==> src/rtl/osd_ctm_sampler_if.sv <==
`default_nettype none
// ============================================================================
// Module      : osd_ctm_sampler_if
// Description : Valid/ready sample bus between the CTM sampler (master) and
//               the CTM packetizer (slave).
// Revision    : 1.0 - initial release
// ============================================================================
interface osd_ctm_sampler_if #(
    parameter int ADDR_WIDTH = 64,
    parameter int TIME_WIDTH = 64
);
    logic                  sample_valid;
    logic                  sample_ready;
    logic [2:0]            sample_type;
    logic [ADDR_WIDTH-1:0] sample_pc;
    logic [ADDR_WIDTH-1:0] sample_npc;
    logic [1:0]            sample_prv;
    logic [TIME_WIDTH-1:0] sample_time;

    modport master (
        output sample_valid, sample_type, sample_pc, sample_npc,
               sample_prv, sample_time,
        input  sample_ready
    );

    modport slave (
        input  sample_valid, sample_type, sample_pc, sample_npc,
               sample_prv, sample_time,
        output sample_ready
    );
endinterface
`default_nettype wire

==> src/rtl/osd_ctm_sampler.sv <==
`default_nettype none
// ============================================================================
// Module      : osd_ctm_sampler
// Description : Filters the per-retire core trace bus down to control-flow
//               events, tags them with type/timestamp and buffers them in a
//               small FIFO drained over valid/ready. FIFO-full drops are
//               counted and reported in-band as an overflow marker (type 7).
//               Optional: OSD_CTM_SAMPLER_PRV_CHANGE_EN enables type-6
//               privilege-change events.
// Revision    : 1.0 - initial release
// ============================================================================
module osd_ctm_sampler #(
    parameter int ADDR_WIDTH = 64,
    parameter int TIME_WIDTH = 64,
    parameter int FIFO_DEPTH = 8
) (
    input  wire logic                  clk,
    input  wire logic                  rst,
    input  wire logic                  enable,
    input  wire logic                  trace_valid,
    input  wire logic [ADDR_WIDTH-1:0] trace_pc,
    input  wire logic [ADDR_WIDTH-1:0] trace_npc,
    input  wire logic                  trace_jal,
    input  wire logic                  trace_jalr,
    input  wire logic                  trace_branch,
    input  wire logic                  trace_br_taken,
    input  wire logic                  trace_trap,
    input  wire logic                  trace_xcpt,
    input  wire logic [1:0]            trace_prv,
    input  wire logic [TIME_WIDTH-1:0] trace_time,
    osd_ctm_sampler_if.master          smp,
    output logic                       overflow
);
    localparam int PTR_W = (FIFO_DEPTH > 1) ? $clog2(FIFO_DEPTH) : 1;
    localparam int CNT_W = PTR_W + 1;
    localparam logic [CNT_W-1:0] FULL_CNT = CNT_W'(FIFO_DEPTH);

    localparam logic [2:0] TYPE_NONE = 3'd0;
    localparam logic [2:0] TYPE_JAL  = 3'd1;
    localparam logic [2:0] TYPE_JALR = 3'd2;
    localparam logic [2:0] TYPE_BR   = 3'd3;
    localparam logic [2:0] TYPE_TRAP = 3'd4;
    localparam logic [2:0] TYPE_XCPT = 3'd5;
    localparam logic [2:0] TYPE_PRV  = 3'd6;
    localparam logic [2:0] TYPE_OVF  = 3'd7;

    localparam logic [15:0] DROP_MAX = 16'hFFFF;

    typedef struct packed {
        logic [2:0]            typ;
        logic [ADDR_WIDTH-1:0] pc;
        logic [ADDR_WIDTH-1:0] npc;
        logic [1:0]            prv;
        logic [TIME_WIDTH-1:0] tim;
    } sample_t;

    typedef enum logic [0:0] {
        NORMAL = 1'b0,
        OVF    = 1'b1
    } state_t;

    state_t           state, state_nx;
    logic [15:0]      drop_cnt, drop_nx, drop_inc;
    logic [1:0]       last_prv;
    logic [PTR_W-1:0] wr_ptr, rd_ptr;
    logic [CNT_W-1:0] count;
    sample_t          mem [FIFO_DEPTH];
    sample_t          head, push_data;
    logic [2:0]       ev_type;
    logic             ev, full, empty, push_req, push, pop;

    assign full  = (count == FULL_CNT);
    assign empty = (count == '0);
    assign ev    = (ev_type != TYPE_NONE);
    assign push  = push_req && !full;
    assign pop   = !empty && smp.sample_ready;
    assign drop_inc = (drop_cnt == DROP_MAX) ? drop_cnt : drop_cnt + 16'd1;

    // Classify the retiring instruction by fixed event priority.
    always_comb begin
        ev_type = TYPE_NONE;
        if (trace_valid && enable) begin
            if (trace_xcpt)                          ev_type = TYPE_XCPT;
            else if (trace_trap)                     ev_type = TYPE_TRAP;
            else if (trace_jalr)                     ev_type = TYPE_JALR;
            else if (trace_jal)                      ev_type = TYPE_JAL;
            else if (trace_branch && trace_br_taken) ev_type = TYPE_BR;
`ifdef OSD_CTM_SAMPLER_PRV_CHANGE_EN
            else if (trace_prv != last_prv)          ev_type = TYPE_PRV;
`endif
        end
    end

    // Overflow tracking: choose what to push and how the drop counter moves.
    always_comb begin
        state_nx      = state;
        drop_nx       = drop_cnt;
        push_req      = 1'b0;
        push_data.typ = ev_type;
        push_data.pc  = trace_pc;
        push_data.npc = trace_npc;
        push_data.prv = trace_prv;
        push_data.tim = trace_time;
        case (state)
            NORMAL: begin
                if (ev) begin
                    if (!full) begin
                        push_req = 1'b1;
                    end else begin
                        drop_nx  = 16'd1;
                        state_nx = OVF;
                    end
                end
            end
            OVF: begin
                if (!enable) begin
                    // Pending marker is abandoned along with the count.
                    drop_nx  = 16'd0;
                    state_nx = NORMAL;
                end else if (!full) begin
                    // A coincident event is dropped but folded into the marker.
                    push_req      = 1'b1;
                    push_data.typ = TYPE_OVF;
                    push_data.pc  = '0;
                    push_data.npc = {{(ADDR_WIDTH-16){1'b0}}, (ev ? drop_inc : drop_cnt)};
                    push_data.prv = last_prv;
                    drop_nx       = 16'd0;
                    state_nx      = NORMAL;
                end else if (ev) begin
                    drop_nx = drop_inc;
                end
            end
            default: begin
                state_nx = NORMAL;
                drop_nx  = 16'd0;
            end
        endcase
    end

    // State, drop counter, privilege tracking and FIFO pointers.
    always_ff @(posedge clk or negedge rst) begin
        if (!rst) begin
            state    <= NORMAL;
            drop_cnt <= 16'd0;
            last_prv <= 2'b11;
            wr_ptr   <= '0;
            rd_ptr   <= '0;
            count    <= '0;
        end else begin
            state    <= state_nx;
            drop_cnt <= drop_nx;
            if (trace_valid) begin
                last_prv <= trace_prv;
            end
            if (push) begin
                wr_ptr <= wr_ptr + 1'b1;
            end
            if (pop) begin
                rd_ptr <= rd_ptr + 1'b1;
            end
            case ({push, pop})
                2'b10:   count <= count + 1'b1;
                2'b01:   count <= count - 1'b1;
                default: count <= count;
            endcase
        end
    end

    // Sample storage; contents are only visible through the valid-gated head.
    always_ff @(posedge clk) begin
        if (push) begin
            mem[wr_ptr] <= push_data;
        end
    end

    assign head = mem[rd_ptr];

    assign smp.sample_valid = !empty;
    assign smp.sample_type  = empty ? 3'd0 : head.typ;
    assign smp.sample_pc    = empty ? '0   : head.pc;
    assign smp.sample_npc   = empty ? '0   : head.npc;
    assign smp.sample_prv   = empty ? 2'd0 : head.prv;
    assign smp.sample_time  = empty ? '0   : head.tim;
    assign overflow         = (state == OVF);

endmodule
`default_nettype wire

==> src/flat_wrapper.sv <==
// flat-port wrapper written by rule: the top's interface ports become plain ports
module osd_ctm_sampler_flat 
#(
    parameter int ADDR_WIDTH = 64,
    parameter int TIME_WIDTH = 64,
    parameter int FIFO_DEPTH = 8
)
  (clk, rst, enable, trace_valid, trace_pc, trace_npc, trace_jal, trace_jalr, trace_branch, trace_br_taken, trace_trap, trace_xcpt, trace_prv, trace_time, overflow, smp_sample_valid, smp_sample_type, smp_sample_pc, smp_sample_npc, smp_sample_prv, smp_sample_time, smp_sample_ready);
  osd_ctm_sampler_if #(.ADDR_WIDTH(ADDR_WIDTH), .TIME_WIDTH(TIME_WIDTH)) smp_i ();
  input  wire logic clk;
  input  wire logic rst;
  input  wire logic enable;
  input  wire logic trace_valid;
  input  wire logic [ADDR_WIDTH-1:0] trace_pc;
  input  wire logic [ADDR_WIDTH-1:0] trace_npc;
  input  wire logic trace_jal;
  input  wire logic trace_jalr;
  input  wire logic trace_branch;
  input  wire logic trace_br_taken;
  input  wire logic trace_trap;
  input  wire logic trace_xcpt;
  input  wire logic [1:0] trace_prv;
  input  wire logic [TIME_WIDTH-1:0] trace_time;
  output logic overflow;
  output wire logic [$bits(smp_i.sample_valid)-1:0] smp_sample_valid;
  output wire logic [$bits(smp_i.sample_type)-1:0] smp_sample_type;
  output wire logic [$bits(smp_i.sample_pc)-1:0] smp_sample_pc;
  output wire logic [$bits(smp_i.sample_npc)-1:0] smp_sample_npc;
  output wire logic [$bits(smp_i.sample_prv)-1:0] smp_sample_prv;
  output wire logic [$bits(smp_i.sample_time)-1:0] smp_sample_time;
  input wire logic [$bits(smp_i.sample_ready)-1:0] smp_sample_ready;
  assign smp_sample_valid = smp_i.sample_valid;
  assign smp_sample_type = smp_i.sample_type;
  assign smp_sample_pc = smp_i.sample_pc;
  assign smp_sample_npc = smp_i.sample_npc;
  assign smp_sample_prv = smp_i.sample_prv;
  assign smp_sample_time = smp_i.sample_time;
  assign smp_i.sample_ready = smp_sample_ready;
  osd_ctm_sampler #(.ADDR_WIDTH(ADDR_WIDTH), .TIME_WIDTH(TIME_WIDTH), .FIFO_DEPTH(FIFO_DEPTH)) u_core (.clk(clk), .rst(rst), .enable(enable), .trace_valid(trace_valid), .trace_pc(trace_pc), .trace_npc(trace_npc), .trace_jal(trace_jal), .trace_jalr(trace_jalr), .trace_branch(trace_branch), .trace_br_taken(trace_br_taken), .trace_trap(trace_trap), .trace_xcpt(trace_xcpt), .trace_prv(trace_prv), .trace_time(trace_time), .smp(smp_i), .overflow(overflow));
endmodule
==> config.mk <==
export PLATFORM = sky130hd
export DESIGN_NAME = osd_ctm_sampler_flat
export DESIGN_NICKNAME = d
export VERILOG_FILES = /design/src/rtl/osd_ctm_sampler_if.sv /design/src/rtl/osd_ctm_sampler.sv /design/src/flat_wrapper.sv
export SDC_FILE = /design/constraint.sdc
export NUM_CORES = 2
export LEC_CHECK = 0
export CAP_MARGIN = 20
export CORE_ASPECT_RATIO = 0.7
export CORE_MARGIN = 4
export CORE_UTILIZATION = 59
export DETAILED_ROUTE_END_ITERATION = 10
export PLACE_DENSITY = 0.76
export RECOVER_POWER = 25
export REMOVE_ABC_BUFFERS = 1
export SETUP_SLACK_MARGIN = 0.5
export SYNTH_ARGS = -nofsm -noshare
export SYNTH_HDL_FRONTEND = slang
export SYNTH_SLANG_ARGS = --single-unit
==> constraint.sdc <==
create_clock -name clk -period 28.8 [get_ports clk]
set_input_delay 4.32 -clock clk [delete_from_list [all_inputs] [get_ports clk]]
set_output_delay 4.32 -clock clk [all_outputs]
set_load 0.05 [all_outputs]
==> impl_metrics.ini <==
[logic_synthesis]
avgSynthCellArea_um2 = 21.4
yosysUniqueCellTypes = 63
synth-seq-cells = 1605
synth_edf_count = 1576
yosysSeqAreaShare_pct = 76.5
netlist_area_um2 = 62800
syn_inst = 2940
async_reset_ff_share_pct = 1.81
ys_warn_count = 0
synthFlopType = edfxtp_1

[setup_path]
r2r_setup_slack_ns = 22.11
start_kind = primary input
ff2ff_path_depth = 6
cp_cell_sequence = dlygate4sd3_1 > clkbuf_1 > nand3_1 > clkbuf_1 > buf_4 > nor4_1 > nor3_1
endpoint_kind = flip-flop
setup.worst_path.start = enable
worstPathRequired_ns = 29.24
crit_cells = 7
r2r_end = u_core.mem[3][81]
critPathMostFrequentCell = clkbuf_1
critical_path.max_fanout = 57
criticalPathCategory = in -> reg
critical_path.top_delay_family = buffers and inverters
timing.rr.start = u_core.count[2]
critPathBufInv = 4
cpPeakStageDelay_ns = 2.62
cpMaxStageDelayCell = clkbuf_1
critical_path_arrival_ns = 10.49

[grt]
grtUsageMet2_pct = 39.4
track_usage_pct = 24.1
antenna_found_initial = 5
gr-usage-met3_pct = 4.76
grt_max_degree = 121
grt.busiest_layer = met2
met1_usage_pct = 33.5
grt_pass1_wl_um = 200000
grt_pass1_vias = 32200
overflow = 0

[cells_and_area]
final_cell_mix = edfxtp_1, mux4_2, clkdlybuf4s50_1
final_common_cell = edfxtp_1
drive_above_1_share_pct = 19.0
nFillCells = 6361
fin_area_um2 = 73100
utilization_pct = 69.6
nets = 3583
area_delta_synth_final_pct = 16.3

[detailed_routing]
drt_iter0_markers = 3159
firstDrtPassIters = 7
drcViolationCount = 0
viasPerCell = 6.24
drt-wirelength-per-cell_um = 27.2
ant_nets = 0
finalWirelength_um = 134000
vias = 30600

[place]
routabilityCongestion = 0.794
dp_slack_ns = 18.74
dpl_cell_area_um2 = 68400
place_hpwl_um = 71500
io_buffers = 403

[sta]
tightest_slew_ns = 3.64
maxSlewHeadroom_pct = -142
finalSetupViolCount = 0
drv_slew = 88
worst_slack_ns = 18.75
min_period_ns = 10.05
setup-tns-final_ns = 0
finalCritPeriodShare_pct = 34.9
grt_setup_unrepaired = false
clock_skew_ns = 0.0262
hold_violations = 0
max_freq_mhz = 99.5

[floorplanning]
die_h_um = 281
dieArea_um2 = 112000
io_pins = 404
core-area_um2 = 105000
rows = 99
die_w_um = 398
initial_core_util_pct = 59.9

[power]
pwr_density_cell_nw_per_um2 = 106
power_leakage_nw = 23.5
vdd_ir_drop_max_uv = 103

[clock_network]
cts_made_buffers = 144
h-tree-depth = 4
clock_latency_ns = 0.76
post_cts_resized = 0
clockBufferDepth = 3
cts_sinks = 1605
ctsHoldBuffers = 0
tritoncts = yes
cts-root-buf = clkbuf_16
path_clk_slew_ns = 0.06
postCtsSetupBuffers = 0

[job]
max_cap_violations = 2

[min_path]
worstHoldEndpoint = u_core.count[3]
hold_class = reg -> reg
hold_depth = 1
hp-start = u_core.count[3]

[outcome]
violations = max-capacitance violations, max-slew violations
status = finished, violations left
## metal layers
layer  vias to the layer above  routed length [µm]
li1                      13000                   -
met1                     16100               52300
met2                      1349               67300
met3                       197               11100
met4                         0                2910
met5                         -                   0
## flip-flops by register name (all words and copies together) (netlist names)
signal and cells:
u_core.mem 1576, u_core.drop_cnt 16, u_core.count 4, u_core.rd_ptr 3, u_core.wr_ptr 3, u_core.last_prv 2
u_core.overflow 1
## cell type report
| cell class | instances | area (µm²) | area share (%) |
|---|---|---|---|
| inverters | 10 | 37.5 | 0.0514 |
| clock inverters | 77 | 677 | 0.927 |
| diodes | 9 | 22.5 | 0.0308 |
| flip-flops and latches | 1605 | 48100 | 65.8 |
| repair buffers | 460 | 4600 | 6.30 |
| clock buffers | 180 | 3850 | 5.28 |
| multi-input cells | 1151 | 14000 | 19.2 |
| well taps | 1414 | 1770 | 2.42 |
## how the worst max path moves through the flow
stage | slack (ns) | end
after floorplan | 2.51 | u_core.mem[1][0]
after CTS | 17.91 | smp_sample_npc[60]
after global placement | 18.82 | smp_sample_npc[60]
final | 18.75 | u_core.mem[3][81]
after global routing | 18.33 | u_core.mem[0][81]
after detailed placement | 18.74 | smp_sample_npc[60]
## cell families (layout without fill, tap and decap cells)
family                     after synthesis  in the layout  synth area share (%)
DFF                                   1605           1605                  76.5
muxes                                  596            596                  17.4
and+or+nand+nor                        437            437                  3.49
buffers and inverters                  184            727                  1.25
AOI/OAI and AO/OA                      103            103                  1.16
xor gates and xnor gates                 9              9                 0.125
adders and majority gates                6              6                 0.120
other                                    0              9                     0
## per-stage QoR
step	power (mW)	hold WS [ns]	std cells
5_1_grt	8.09	0.608	4899
6_report	7.78	0.564	4906
2_1_floorplan	5.89	0.509	2766
3_3_place_gp	5.95	0.545	4635
3_5_place_dp	6.00	0.559	4635
4_1_cts	7.85	0.567	4892
## synthesized netlist by cell type, types with 3 or more instances
cell / number / share of area [%]
inv_1: 9 / 0.054
o21ai_0: 5 / 0.040
a21oi_1: 11 / 0.088
and3_1: 5 / 0.050
a21boi_1: 3 / 0.036
nor3_1: 10 / 0.080
xor2_1: 4 / 0.056
or3_1: 6 / 0.060
mux4_2: 394 / 14
nor4_1: 7 / 0.070
a41o_1: 3 / 0.048
xnor2_1: 5 / 0.070
a41oi_1: 4 / 0.056
nand2_1: 24 / 0.14
buf_4: 3 / 0.036
a211o_1: 3 / 0.042
nand2b_1: 3 / 0.030
buf_2: 62 / 0.49
o21ai_1: 9 / 0.072
o211ai_1: 12 / 0.14
edfxtp_1: 1576 / 75
nand3_1: 12 / 0.096
ha_1: 6 / 0.12
and4_1: 4 / 0.056
o2111ai_1: 5 / 0.070
clkbuf_1: 72 / 0.43
dfrtp_1: 27 / 1.1
mux2_2: 3 / 0.054
or4_1: 7 / 0.084
mux2i_1: 197 / 3.1
o31ai_1: 9 / 0.11
nand4_1: 12 / 0.12
a31oi_1: 21 / 0.21
nor2_1: 217 / 1.3
and2_1: 115 / 1.1
buf_1: 35 / 0.21
o311ai_1: 4 / 0.056
nor4b_1: 3 / 0.042
## worst register-to-register path, delay by kind of cell, from the launching register on
kind / cells / cell delay, ns
buffers and inverters: 2 / 3.50
DFF: 1 / 0.48
and+or+nand+nor: 4 / 2.41
## where the power goes
part           internal [mW]  switching [mW]  total [mW]
clock                   1.05           0.804        1.85
sequential              2.77           0.103        2.87
combinational           1.17            1.89        3.06
Note: power is estimated with default switching activity, not from simulation.
